<file path="config.mk">
export PLATFORM = sky130hd
export DESIGN_NAME = sparse_block_expander
export DESIGN_NICKNAME = d
export VERILOG_FILES = /design/src/rtl/sparse_block_expander.sv
export SDC_FILE = /design/constraint.sdc
export NUM_CORES = 1
export LEC_CHECK = 0
export ABC_CLOCK_PERIOD_IN_PS = 15700
export CAP_MARGIN = 25
export CORE_MARGIN = 2
export CORE_UTILIZATION = 45
export DETAILED_ROUTE_END_ITERATION = 10
export GPL_ROUTABILITY_DRIVEN = 0
export PLACE_DENSITY = 0.83
export SLEW_MARGIN = 20
export SYNTH_ARGS = -nofsm -noshare
export SYNTH_HDL_FRONTEND = slang
export SYNTH_SLANG_ARGS = --single-unit
</file>
<file path="constraint.sdc">
create_clock -name clock -period 15.7 [get_ports clock]
set_input_delay 1.57 -clock clock [delete_from_list [all_inputs] [get_ports clock]]
set_output_delay 1.57 -clock clock [all_outputs]
set_load 0.01 [all_outputs]
</file>
<file path="src/rtl/sparse_block_expander.sv">
// sparse_block_expander
// Streaming decompressor: accepts one bitmask per block, then dense beats of
// up to MAX_NUM_INPUT elements. It scatters the elements LSB-first onto the
// set bits of the mask, zero-fills the rest, and presents the sparse block.
//
// Ports:
//   clock, reset                : single clock, synchronous active-high reset
//   ivalidMask / oreadyMask     : mask handshake, bitmask carries the mask
//   ivalidDense / oreadyDense   : dense beat handshake (denseInput, numDenseInput)
//   ovalid / iready             : sparse block handshake
//   sparseOutput, outputMask    : reconstructed block and its mask
//   overflowError               : one-cycle pulse when beat elements are dropped
module sparse_block_expander #(
    parameter int BITMASK_LENGTH = 8,
    parameter int ELEMENT_WIDTH  = 16,
    parameter int MAX_NUM_INPUT  = 2,
    parameter int COUNT_BITWIDTH = 2,
    parameter int INDEX_BITWIDTH = 4
) (
    input  logic                                    clock,
    input  logic                                    reset,
    input  logic                                    ivalidMask,
    output logic                                    oreadyMask,
    input  logic [BITMASK_LENGTH-1:0]               bitmask,
    input  logic                                    ivalidDense,
    output logic                                    oreadyDense,
    input  logic [ELEMENT_WIDTH*MAX_NUM_INPUT-1:0]  denseInput,
    input  logic [COUNT_BITWIDTH-1:0]               numDenseInput,
    output logic                                    ovalid,
    input  logic                                    iready,
    output logic [ELEMENT_WIDTH*BITMASK_LENGTH-1:0] sparseOutput,
    output logic [BITMASK_LENGTH-1:0]               outputMask,
    output logic                                    overflowError
);

    typedef enum logic [1:0] {IDLE, FILL, EMIT} state_t;

    state_t                              state_q, state_d;
    logic [BITMASK_LENGTH-1:0]           mask_q, mask_d;
    logic [ELEMENT_WIDTH*BITMASK_LENGTH-1:0] data_q, data_d;
    logic [INDEX_BITWIDTH-1:0]           ptr_q, ptr_d;
    logic [INDEX_BITWIDTH-1:0]           rem_q, rem_d;
    logic                                rdy_mask_q, rdy_mask_d;
    logic                                rdy_dense_q, rdy_dense_d;
    logic                                ovalid_q, ovalid_d;
    logic                                ovf_q, ovf_d;

    function automatic logic [INDEX_BITWIDTH-1:0] popcount(input logic [BITMASK_LENGTH-1:0] m);
        logic [INDEX_BITWIDTH-1:0] c;
        c = '0;
        for (int i = 0; i < BITMASK_LENGTH; i++) begin
            c = c + INDEX_BITWIDTH'(m[i]);
        end
        return c;
    endfunction

    always_comb begin
        int clamped;
        int n;
        int k;
        int last;
        state_d = state_q;
        mask_d  = mask_q;
        data_d  = data_q;
        ptr_d   = ptr_q;
        rem_d   = rem_q;
        ovf_d   = 1'b0;
        clamped = 0;
        n       = 0;
        k       = 0;
        last    = 0;
        case (state_q)
            IDLE: begin
                if (ivalidMask && rdy_mask_q) begin
                    mask_d  = bitmask;
                    data_d  = '0;
                    ptr_d   = '0;
                    rem_d   = popcount(bitmask);
                    state_d = (rem_d == '0) ? EMIT : FILL;
                end
            end
            FILL: begin
                if (ivalidDense && rdy_dense_q) begin
                    clamped = int'(numDenseInput);
                    if (clamped > MAX_NUM_INPUT) clamped = MAX_NUM_INPUT;
                    n = clamped;
                    if (n > int'(rem_q)) n = int'(rem_q);
                    // Walk positions from the pointer, handing element k to
                    // the k-th set bit; last tracks where the pointer resumes.
                    last = int'(ptr_q) - 1;
                    for (int i = 0; i < BITMASK_LENGTH; i++) begin
                        if (i >= int'(ptr_q) && mask_q[i] && k < n) begin
                            data_d[i*ELEMENT_WIDTH +: ELEMENT_WIDTH] =
                                denseInput[k*ELEMENT_WIDTH +: ELEMENT_WIDTH];
                            k    = k + 1;
                            last = i;
                        end
                    end
                    ptr_d = INDEX_BITWIDTH'(last + 1);
                    rem_d = rem_q - INDEX_BITWIDTH'(n);
                    ovf_d = (clamped > int'(rem_q));
                    if (rem_d == '0) state_d = EMIT;
                end
            end
            EMIT: begin
                if (ovalid_q && iready) state_d = IDLE;
            end
            default: state_d = IDLE;
        endcase
        // Handshake outputs are registered from the next state so no input
        // reaches a ready/valid output combinationally.
        rdy_mask_d  = (state_d == IDLE);
        rdy_dense_d = (state_d == FILL);
        ovalid_d    = (state_d == EMIT);
    end

    always_ff @(posedge clock) begin
        if (reset) begin
            state_q     <= IDLE;
            mask_q      <= '0;
            data_q      <= '0;
            ptr_q       <= '0;
            rem_q       <= '0;
            rdy_mask_q  <= 1'b0;
            rdy_dense_q <= 1'b0;
            ovalid_q    <= 1'b0;
            ovf_q       <= 1'b0;
        end else begin
            state_q     <= state_d;
            mask_q      <= mask_d;
            data_q      <= data_d;
            ptr_q       <= ptr_d;
            rem_q       <= rem_d;
            rdy_mask_q  <= rdy_mask_d;
            rdy_dense_q <= rdy_dense_d;
            ovalid_q    <= ovalid_d;
            ovf_q       <= ovf_d;
        end
    end

    assign oreadyMask    = rdy_mask_q;
    assign oreadyDense   = rdy_dense_q;
    assign ovalid        = ovalid_q;
    assign sparseOutput  = data_q;
    assign outputMask    = mask_q;
    assign overflowError = ovf_q;

endmodule

</file>
# Word level (Yosys, flattened, before mapping)
# Cells that the tools add are included.
# word_totals
inputBits	47
elab_cells	168
regBits	150
out_inout_bits	140
# classes
reduce_logical	35
shifts	7
n_addsub	16
magnitude_cmp	18
eq_ne	14
n_bitwise	2
muxes	60
# ops
cell	count
$mux 32	25
$mux 128	2
$pmux 128 s2	1
$lt 32x32->1	7
$shiftx 32x32->16	7
$add 32x2->32 const B	6
$mux 16	8
$mux 4	14
$gt 32x5->1	1
$lt 1x32->1 const A	1
$reduce_and 4->1	8
$ne 2x2->1 const B	10
$logic_and 1x1->1	19
$add 4x1->4	4
$ge 3x4->1 const A	4
$pmux 4 s2	2
$mux 2	6
$ge 1x4->1 const A	2
$ge 2x4->1 const A	2
$logic_not 4->1	2
$pmux 2 s3	1
$add 3x1->4	1
$add 4x2->4 const B	1
$eq 2x1->1 const B	2
13 further kinds	16

# Depth between registers and ports, before layout
# Gate-level depths: netlist of the first run.
# depth
depth_word	51
ltp_mapped	59
depth_no_buf	58

# Worst setup path after synthesis of the first run
# No wires, ideal clock.
# synth_path
path_type	input to register
from	in numDenseInput[1]
to	reg ptr_q[1]
t_arrival_ns	13.665
required_ns	15.568
stages	59
setup_ns	0.132
slack_ns	1.903
cell_sequence	nand2b_1 -> ha_1 -> a211oi_2 -> o21ai_0 -> mux2i_1 -> a21oi_1 -> buf_1 -> buf_1 -> ha_1 -> ha_1 -> or4b_4 -> nor2_1 -> nand3_1 -> o21ai_1 -> nor2_1 -> ha_1 -> mux2i_1 -> nor4_1 -> [23 not listed] -> a221oi_1 -> o21ai_0 -> or2_2 -> a211oi_2 -> o21ai_1 -> inv_1 -> nand2_1 -> xnor2_1 -> ha_1 -> a21o_1 -> a2111oi_0 -> o21ai_0 -> a41oi_4 -> nand2_1 -> o311ai_0 -> ha_1 -> nand3_1 -> a21oi_1
# synth_between
elab_chain_len	51
elab_cells_between_ends	64
# synth_rtl
element	line_no	text
from (decl)	28	input logic [COUNT_BITWIDTH-1:0] numDenseInput,
$gt 2x2->1	85	if (clamped > MAX_NUM_INPUT) clamped = MAX_NUM_INPUT;
$mux 2 *	85	
$mux 32 *	83	if (ivalidDense && rdy_dense_q) begin
$mux 32 *	72	case (state_q)
$gt 32x5->1	87	if (n > int'(rem_q)) n = int'(rem_q);
$mux 32 *	87	
$mux 32 *	83	
$mux 32 *	72	
[35 not listed]	--	
$lt 32x32->1	92	if (i >= int'(ptr_q) && mask_q[i] && k < n) begin
$logic_and 1x1->1	92	
$mux 4 *	92	
$mux 4 *	83	
$mux 4 *	72	
$add 4x2->4 *	99	ptr_d = INDEX_BITWIDTH'(last + 1);
$mux 4 *	83	
$pmux 4 s2 *	72	
to (signal assigned)	132	ptr_q <= ptr_d;
to (decl)	41	logic [INDEX_BITWIDTH-1:0] ptr_q, ptr_d;
# Every way passes the cells marked *; elsewhere a longest branch is shown, timed or not. The select of a mux whose other input is x is not followed.
# A chain may end at the register's enable or synchronous reset.

# Worst setup path after layout of the first run
# layout_path
from	in numDenseInput[1]
to	reg data_q[117], in the netlist sparseOutput[117]
# layout_between
elab_chain_len	47
elab_cells_between_ends	57
# layout_rtl
element	line_no	text
$gt 2x2->1	85	
$mux 2 *	85	
$mux 32 *	83	
$mux 32 *	72	
$gt 32x5->1	87	
$mux 32 *	87	
$mux 32 *	83	
$mux 32 *	72	
[31 not listed]	--	
$logic_and 1x1->1	92	
$mux 32	92	
$mux 32	83	
$mux 32	72	
$lt 32x32->1 / $shiftx 32x32->16 (equally long branches)	92, 94	
$logic_and 1x1->1 / $mux 16 (equally long branches)	92	
$ne 2x2->1 (no source line) / $mux 128 (equally long branches)	--	
$reduce_and 4->1 (no source line) / $pmux 128 s2 (equally long branches)	--	
to (signal assigned)	131	data_q <= data_d;
to (decl)	40	logic [ELEMENT_WIDTH*BITMASK_LENGTH-1:0] data_q, data_d;
# Marked as above.

==> metrics.csv, run 1 <==
stage,metric,value,unit
status,status,"complete, no violations",
clock_network,root_buffer,clkbuf_16,
floorplan,rows,50,
clock_network,cts_buffer_depth,2,
finish,nNetsFinal,1290,
drt,viasPerCell,5.961,
drt,drt_iter0_markers,979,
placed_design,numPortBuffers,186,
floorplan,core-area,18770,um2
grt,grt_max_degree,108,
logic_synthesis,synth.avg_cell_area,8.205,um2
sta,grt_setup_unrepaired,no,
clock_network,hold_buffers,0,
min_path,min-delay-start,sparseOutput[13]$_SDFFE_PP0P_,
placed_design,hpwlAfterDp,21.07,mm
clock_network,insertion_delay,0.44,ns
setup_path,endpoint_kind,register,
logic_synthesis,ys_top_cells_by_area,"dfxtp_1 35%, mux2i_1 8.0%, a21oi_1 6.8%",
setup_path,worstPathArrival,15.09,ns
logic_synthesis,postSynthCellCount,1054,
setup_path,crit_required,15.99,ns
drt,drc_errors,0,
finish,area_growth,30.37,%
sta,fin_tns_setup,0,ns
setup_path,cp_max_fo,32,
setup_path,crit_path_start,numDenseInput[1],
floorplan,start_util,46.08,%
clock_network,post_cts_buffers,0,
sta,finalClockSkew,0.01065,ns
floorplan,die_w,142.6,um
sta,worstMarginPinSlew,1.006,ns
clock_network,cts.sinks,150,
min_path,hp-class,reg -> reg,
clock_network,cts_buffers,17,
power_and_ir_drop,power.leakage,0.004141,uW
logic_synthesis,synthDistinctLibCells,71,
power_and_ir_drop,power.density,111.2,nW/um2
logic_synthesis,synth-main-ff-cell,dfxtp_1,
drt,routedWlPerCell,20.55,um
clock_network,cts_tree,done,
setup_path,rr_startpoint,rem_q[1]$_SDFFE_PP0P_,
setup_path,cp-start-kind,input pin,
sta,maxSlewHeadroom,32.97,%
grt,grt_first_pass_wirelength,45.62,mm
sta,max_freq,67.53,MHz
finish,drive_above_1_share,10.02,%
finish,layout_common_cells,"185 x clkdlybuf4s50_1, 150 x dfxtp_1, 135 x nor2_1, 118 x nand2_1, 115 x a21oi_1",
logic_synthesis,seq_area_frac_synth,34.72,%
grt,grt_use_total,29.11,%
logic_synthesis,synth_edf_count,0,
logic_synthesis,ys.warnings.count,0,
setup_path,crit_slowest_cell,or4b_4,
finish,final_common_cell,clkdlybuf4s50_1,
sta,setup_viol,0,
sta,timing.final.crit_share,94.32,%
logic_synthesis,syn-cell-area,8648,um2
drt,drtPass1Iterations,5,
grt,antenna_found_initial,0,
sta,drv_slew,0,
floorplan,dieHeight,142.6,um
drt,antenna_left,0,
power_and_ir_drop,p_total,1253,uW
power_and_ir_drop,ir_worst_vdd,0.00008941,V
clock_network,htree_levels,4,
sta,fin_crit,14.81,ns
grt,grt_pass1_vias,8365,
setup_path,cpMostUsedCell,ha_1,
sta,finalHoldViolations,0,
logic_synthesis,async_reset_ff_share,0,%
run,cap_violations,0,
logic_synthesis,ys_ff_latch,150,
clock_network,clk_pin_slew_worst_paths,0.06,ns
drt,vias,8661,
floorplan,dieArea,20340,um2
logic_synthesis,synth.top_cell.area_share,34.72,%
setup_path,crit_type,in -> reg,
setup_path,max_stage_delay,0.51,ns
drt,wirelength,29.85,mm
finish,fillers,1625,
logic_synthesis,yosys.area.top_type,dfxtp_1,
floorplan,ioPinCount,187,
grt,grt.overflow.total,0,
## flip-flops by register name (all words and copies together), names as in the netlist
name,cells
sparseOutput,128
outputMask,8
ptr_q,4
rem_q,4
state_q,2
oreadyDense,1
oreadyMask,1
ovalid,1
overflowError,1
## path summary, 6_finish.rpt
check	depth (start not counted)	to	slack (ns)
setup / recovery	56	sparseOutput[117]$_SDFFE_PP0P_	0.89
hold / removal	2	sparseOutput[13]$_SDFFE_PP0P_	0.45
setup reg to reg	55	sparseOutput[117]$_SDFFE_PP0P_	2.23
hold reg to reg	2	sparseOutput[13]$_SDFFE_PP0P_	0.45
## critical path: cells and delay by family
kind / cells / cell delay [ns]
compound gates: 22 / 5.80
simple gates: 16 / 3.58
fa+ha+maj: 8 / 2.24
buf+inv: 6 / 1.13
xor+xnor: 3 / 0.53
mux: 1 / 0.19
## report_power, final
part           total [uW]  internal, uW  switching, uW  leakage [uW]
clock network         426           255            171      0.000285
registers             409           397           12.8       0.00121
logic                 418           160            258       0.00264
total                1250           812            441       0.00414
## logic make-up after synthesis
logic type	count (synthesis)	share of synthesized area, %
other	2	0.08684
muxes	89	10.59
adders and majority gates	38	5.932
buffers and inverters	115	5.744
xor gates and xnor gates	13	1.968
AOI/OAI and AO/OA	236	18.76
and+or+nand+nor	411	22.19
DFF	150	34.72
## synthesized netlist by cell type (7+ instances only)
| library cell | n |
|---|---|
| dfxtp_1 | 150 |
| xnor2_1 | 7 |
| nor2_1 | 136 |
| nand3_1 | 47 |
| mux2i_1 | 69 |
| mux2_2 | 20 |
| nand3b_1 | 18 |
| a22oi_1 | 32 |
| clkbuf_1 | 46 |
| buf_1 | 19 |
| nor3_1 | 37 |
| ha_1 | 33 |
| o21ai_1 | 13 |
| buf_2 | 10 |
| a21oi_1 | 117 |
| and3_1 | 7 |
| nand2b_1 | 7 |
| o31ai_2 | 14 |
| nor2b_1 | 8 |
| inv_1 | 27 |
| nand2_1 | 118 |
## routing by layer
layer  part of all wire [%]  track usage [%]  up-vias
met4                    4.3            15.16        0
met3                     10            7.881      107
met1                     39            36.35     4089
met2                     46            46.05      472
met5                      0                0        -
li1                       -                -     3993
## repair_timing
action | in CTS | in global routing
endpoints found under the hold margin | 0 | 0
endpoints found under the setup margin | 0 | 16
resized for setup | 0 | 2
## metrics by stage
stage	util (%)	setup slack, ns	hold slack [ns]	cells	area, um2
4_1_cts	59.87	1.018	0.4562	1451	11240
2_1_floorplan	-	1.903	0.4614	1061	8675
3_3_place_gp	56.49	1.270	0.4384	1416	10600
5_1_grt	60.06	0.03635	0.4800	1452	11270
3_5_place_dp	56.67	0.7067	0.4469	1419	10640
6_report	60.07	0.8914	0.4506	1453	11270
## area by class of cell
type                            instances  area, um2  share of cell area, %
Multi-Input combinational cell        796       5201                  46.13
Sequential cell                       150       3003                  26.63
Timing Repair Buffer                  208       2056                  18.23
Clock buffer                           22      454.2                  4.028
Tap cell                              234      292.8                  2.597
Clock inverter                         10      145.1                  1.287
Inverter                               32      120.1                  1.065
Antenna cell                            1      2.502                0.02220
Power figures use the tool's default switching activity.
==> inputs of run 2 (changes only) <==
--- a/config.mk
+++ b/config.mk
@@ -7,10 +7,10 @@
 export LEC_CHECK = 0
 export ABC_CLOCK_PERIOD_IN_PS = 15700
 export CAP_MARGIN = 25
-export CORE_MARGIN = 2
 export CORE_UTILIZATION = 45
 export DETAILED_ROUTE_END_ITERATION = 10
 export GPL_ROUTABILITY_DRIVEN = 0
+export GPL_TIMING_DRIVEN = 0
 export PLACE_DENSITY = 0.83
 export SLEW_MARGIN = 20
 export SYNTH_ARGS = -nofsm -noshare
==> run 2 against run 1 <==
  * Cell count up 3.3%
  * Total power rose by 2.2%
  * Sequential cell count unchanged
  * Die area is 2.8% lower
  * Hold slack better by 0.0049 ns
  * Sequential power is essentially flat
  * Critical path depth grew 1
  * Largest power group unchanged
  * Highest routed layer unchanged
==> metrics.csv, run 2 (synthesis gave the netlist of run 1 again) <==
stage,metric,value,unit,change
setup_path,r2r_setup_slack,2.18,ns,was 2.23 ns
placed_design,placed_cell_area,10670,um2,was 10640 um2
sta,drv_slew,0,,unchanged
setup_path,rr_startpoint,rem_q[1]$_SDFFE_PP0P_,,unchanged
placed_design,hpwlAfterDp,22.08,mm,was 21.07 mm
grt,grt.overflow.total,0,,unchanged
finish,largest_reg_flops,128,,unchanged
drt,routedWlPerCell,20.28,um,was 20.55 um
grt,grt_pass1_vias,8543,,was 8365
sta,finalClockSkew,0.008125,ns,was 0.01065 ns
clock_network,htree_levels,4,,unchanged
grt,grt_max_degree,17,,was 108
floorplan,core-area,18770,um2,unchanged
clock_network,cts_buffer_depth,2,,unchanged
floorplan,dieHeight,140.6,um,was 142.6 um
setup_path,cp-start-kind,input pin,,unchanged
finish,seq_area,3003,um2,unchanged
setup_path,reg2regPathDepth,56,,was 55
sta,maxSlewHeadroom,37.40,%,was 32.97%
setup_path,cpMostUsedCell,ha_1,,unchanged
finish,layout_common_cells,"170 x clkdlybuf4s50_1, 150 x dfxtp_1, 136 x nor2_1, 118 x nand2_1, 117 x a21oi_1",,"was 185 x clkdlybuf4s50_1, 150 x dfxtp_1, 135 x nor2_1, 118 x nand2_1, 115 x a21oi_1"
clock_network,cts_buffers,17,,unchanged
clock_network,hold_buffers,0,,unchanged
power_and_ir_drop,power.leakage,0.004170,uW,was 0.004141 uW
min_path,hp-class,reg -> reg,,unchanged
sta,finalHoldViolations,0,,unchanged
floorplan,rows,50,,unchanged
finish,nNetsFinal,1339,,was 1290
clock_network,clk_pin_slew_worst_paths,0.06,ns,about the same
clock_network,cts_tree,done,,unchanged
setup_path,crit_required,16.00,ns,was 15.99 ns
floorplan,ioPinCount,187,,unchanged
finish,area_growth,31.84,%,was 30.37%
sta,timing.final.crit_share,94.71,%,was 94.32%
finish,postLayoutCellArea,11400,um2,was 11270 um2
finish,fillers,1567,,was 1625
setup_path,crit_type,in -> reg,,unchanged
status,status,"complete, no violations",,unchanged
power_and_ir_drop,ir_worst_vdd,0.00009224,V,was 0.00008941 V
min_path,hold_depth,2,,unchanged
setup_path,cp.buffers_inverters,8,,was 6
min_path,whs_endpoint,sparseOutput[14]$_SDFFE_PP0P_,,was sparseOutput[13]$_SDFFE_PP0P_
clock_network,root_buffer,clkbuf_16,,unchanged
setup_path,cp_top_family,compound AO/OA/AOI/OAI gates,,unchanged
setup_path,max_stage_delay,0.52,ns,was 0.51 ns
placed_design,numPortBuffers,170,,was 186
setup_path,endpoint_kind,register,,unchanged
floorplan,start_util,46.08,%,unchanged
drt,vias,9055,,was 8661
finish,multi_input_area,5236,um2,was 5201 um2
min_path,min-delay-start,sparseOutput[14]$_SDFFE_PP0P_,,was sparseOutput[13]$_SDFFE_PP0P_
floorplan,die_w,140.6,um,was 142.6 um
drt,drt_iter0_markers,1018,,was 979
power_and_ir_drop,p_total,1281,uW,was 1253 uW
finish,final_common_cell,clkdlybuf4s50_1,,unchanged
sta,worstMarginPinSlew,0.9318,ns,was 1.006 ns
sta,fin_crit,14.87,ns,was 14.81 ns
finish,drive_above_1_share,10.10,%,was 10.02%
clock_network,cts.sinks,150,,unchanged
drt,drtPass1Iterations,7,,was 5
drt,drc_errors,0,,unchanged
setup_path,r2r-end,ptr_q[1]$_SDFFE_PP0P_,,was sparseOutput[117]$_SDFFE_PP0P_
drt,wirelength,30.44,mm,was 29.85 mm
sta,fin_tns_setup,0,ns,unchanged
floorplan,dieArea,19780,um2,was 20340 um2
clock_network,insertion_delay,0.44,ns,about the same
setup_path,worstPathArrival,15.17,ns,was 15.09 ns
sta,max_freq,67.25,MHz,was 67.53 MHz
power_and_ir_drop,power.density,112.4,nW/um2,was 111.2 nW/um2
run,cap_violations,0,,unchanged
drt,viasPerCell,6.033,,was 5.961
grt,grt_use_total,30.76,%,was 29.11%
sta,setup_viol,0,,unchanged
setup_path,crit_slowest_cell,or4b_4,,unchanged
finish,diodes,0,,was 1
drt,antenna_left,0,,unchanged
setup_path,cp_max_fo,10,,was 32
grt,antenna_found_initial,0,,unchanged
grt,grt_first_pass_wirelength,46.37,mm,was 45.62 mm
-- run 2: cell types whose count changed in the layout (fill, tap and decap cells not counted), moves of 5 or more --
cell and delta:
buf_2 +10, clkbuf_1 +43, buf_4 -14, buf_1 +17, clkdlybuf4s50_1 -15, buf_6 +5
-- run 2: per-layer routing --
layer  global-route usage (%)  up-vias  part of all wire [%]
met4                    17.73        0                   5.0
met5                        0        -                     0
met1                    38.22     4221                    38
met3                    9.239      134                    12
met2                    47.32      607                    44
li1                         -     4093                     -
-- run 2: cell type report --
class | count | area share [%]
tap | 234 | 2.568
clock inverter | 13 | 1.701
timing repair buffer | 174 | 15.19
buffer | 83 | 3.347
inverter | 32 | 1.053
multi-input combinational | 796 | 45.92
clock buffer | 19 | 3.885
sequential | 150 | 26.34
-- run 2: worst max-delay path by stage --
stage                          start               endpoint  slack [ns]  cells after the start
floorplan           numDenseInput[1]  ptr_q[1]$_SDFFE_PP0P_        1.90                     59
global placement    numDenseInput[1]  ptr_q[1]$_SDFFE_PP0P_       -0.59                     60
detailed placement  numDenseInput[1]  ptr_q[1]$_SDFFE_PP0P_       -0.88                     60
CTS                 numDenseInput[1]  ptr_q[1]$_SDFFE_PP0P_        0.03                     60
global route        numDenseInput[1]  ptr_q[1]$_SDFFE_PP0P_       -0.03                     58
finish              numDenseInput[1]  ptr_q[1]$_SDFFE_PP0P_        0.83                     57
-- run 2: per-stage QoR --
stage,util [%],setup slack (ns),hold WS (ns),instances
3_5_place_dp,56.85,-0.8794,0.4475,1465
3_3_place_gp,56.85,-0.5899,0.4394,1465
6_report,60.75,0.8305,0.4554,1501
4_1_cts,60.31,0.03476,0.4596,1497
5_1_grt,60.75,-0.03317,0.4673,1501
2_1_floorplan,-,1.903,0.4614,1061
-- run 2: worst min-delay path: cells and delay by family (launching register included) --
family	cells	cell delay [ns]
and+or+nand+nor	1	0.05
DFF	1	0.31
AOI/OAI and AO/OA	1	0.05
-- run 2: what timing repair did --
action,4_1_cts,5_1_grt
pin swaps,0,4
gates resized for setup,3,15
buffers inserted,0,4
endpoints found under the setup margin,20,20
-- run 2: power breakdown --
| group | internal, uW | switching [uW] |
|---|---|---|
| Clock | 272 | 173 |
| Sequential | 397 | 13.3 |
| Combinational | 163 | 263 |
| Total | 831 | 450 |
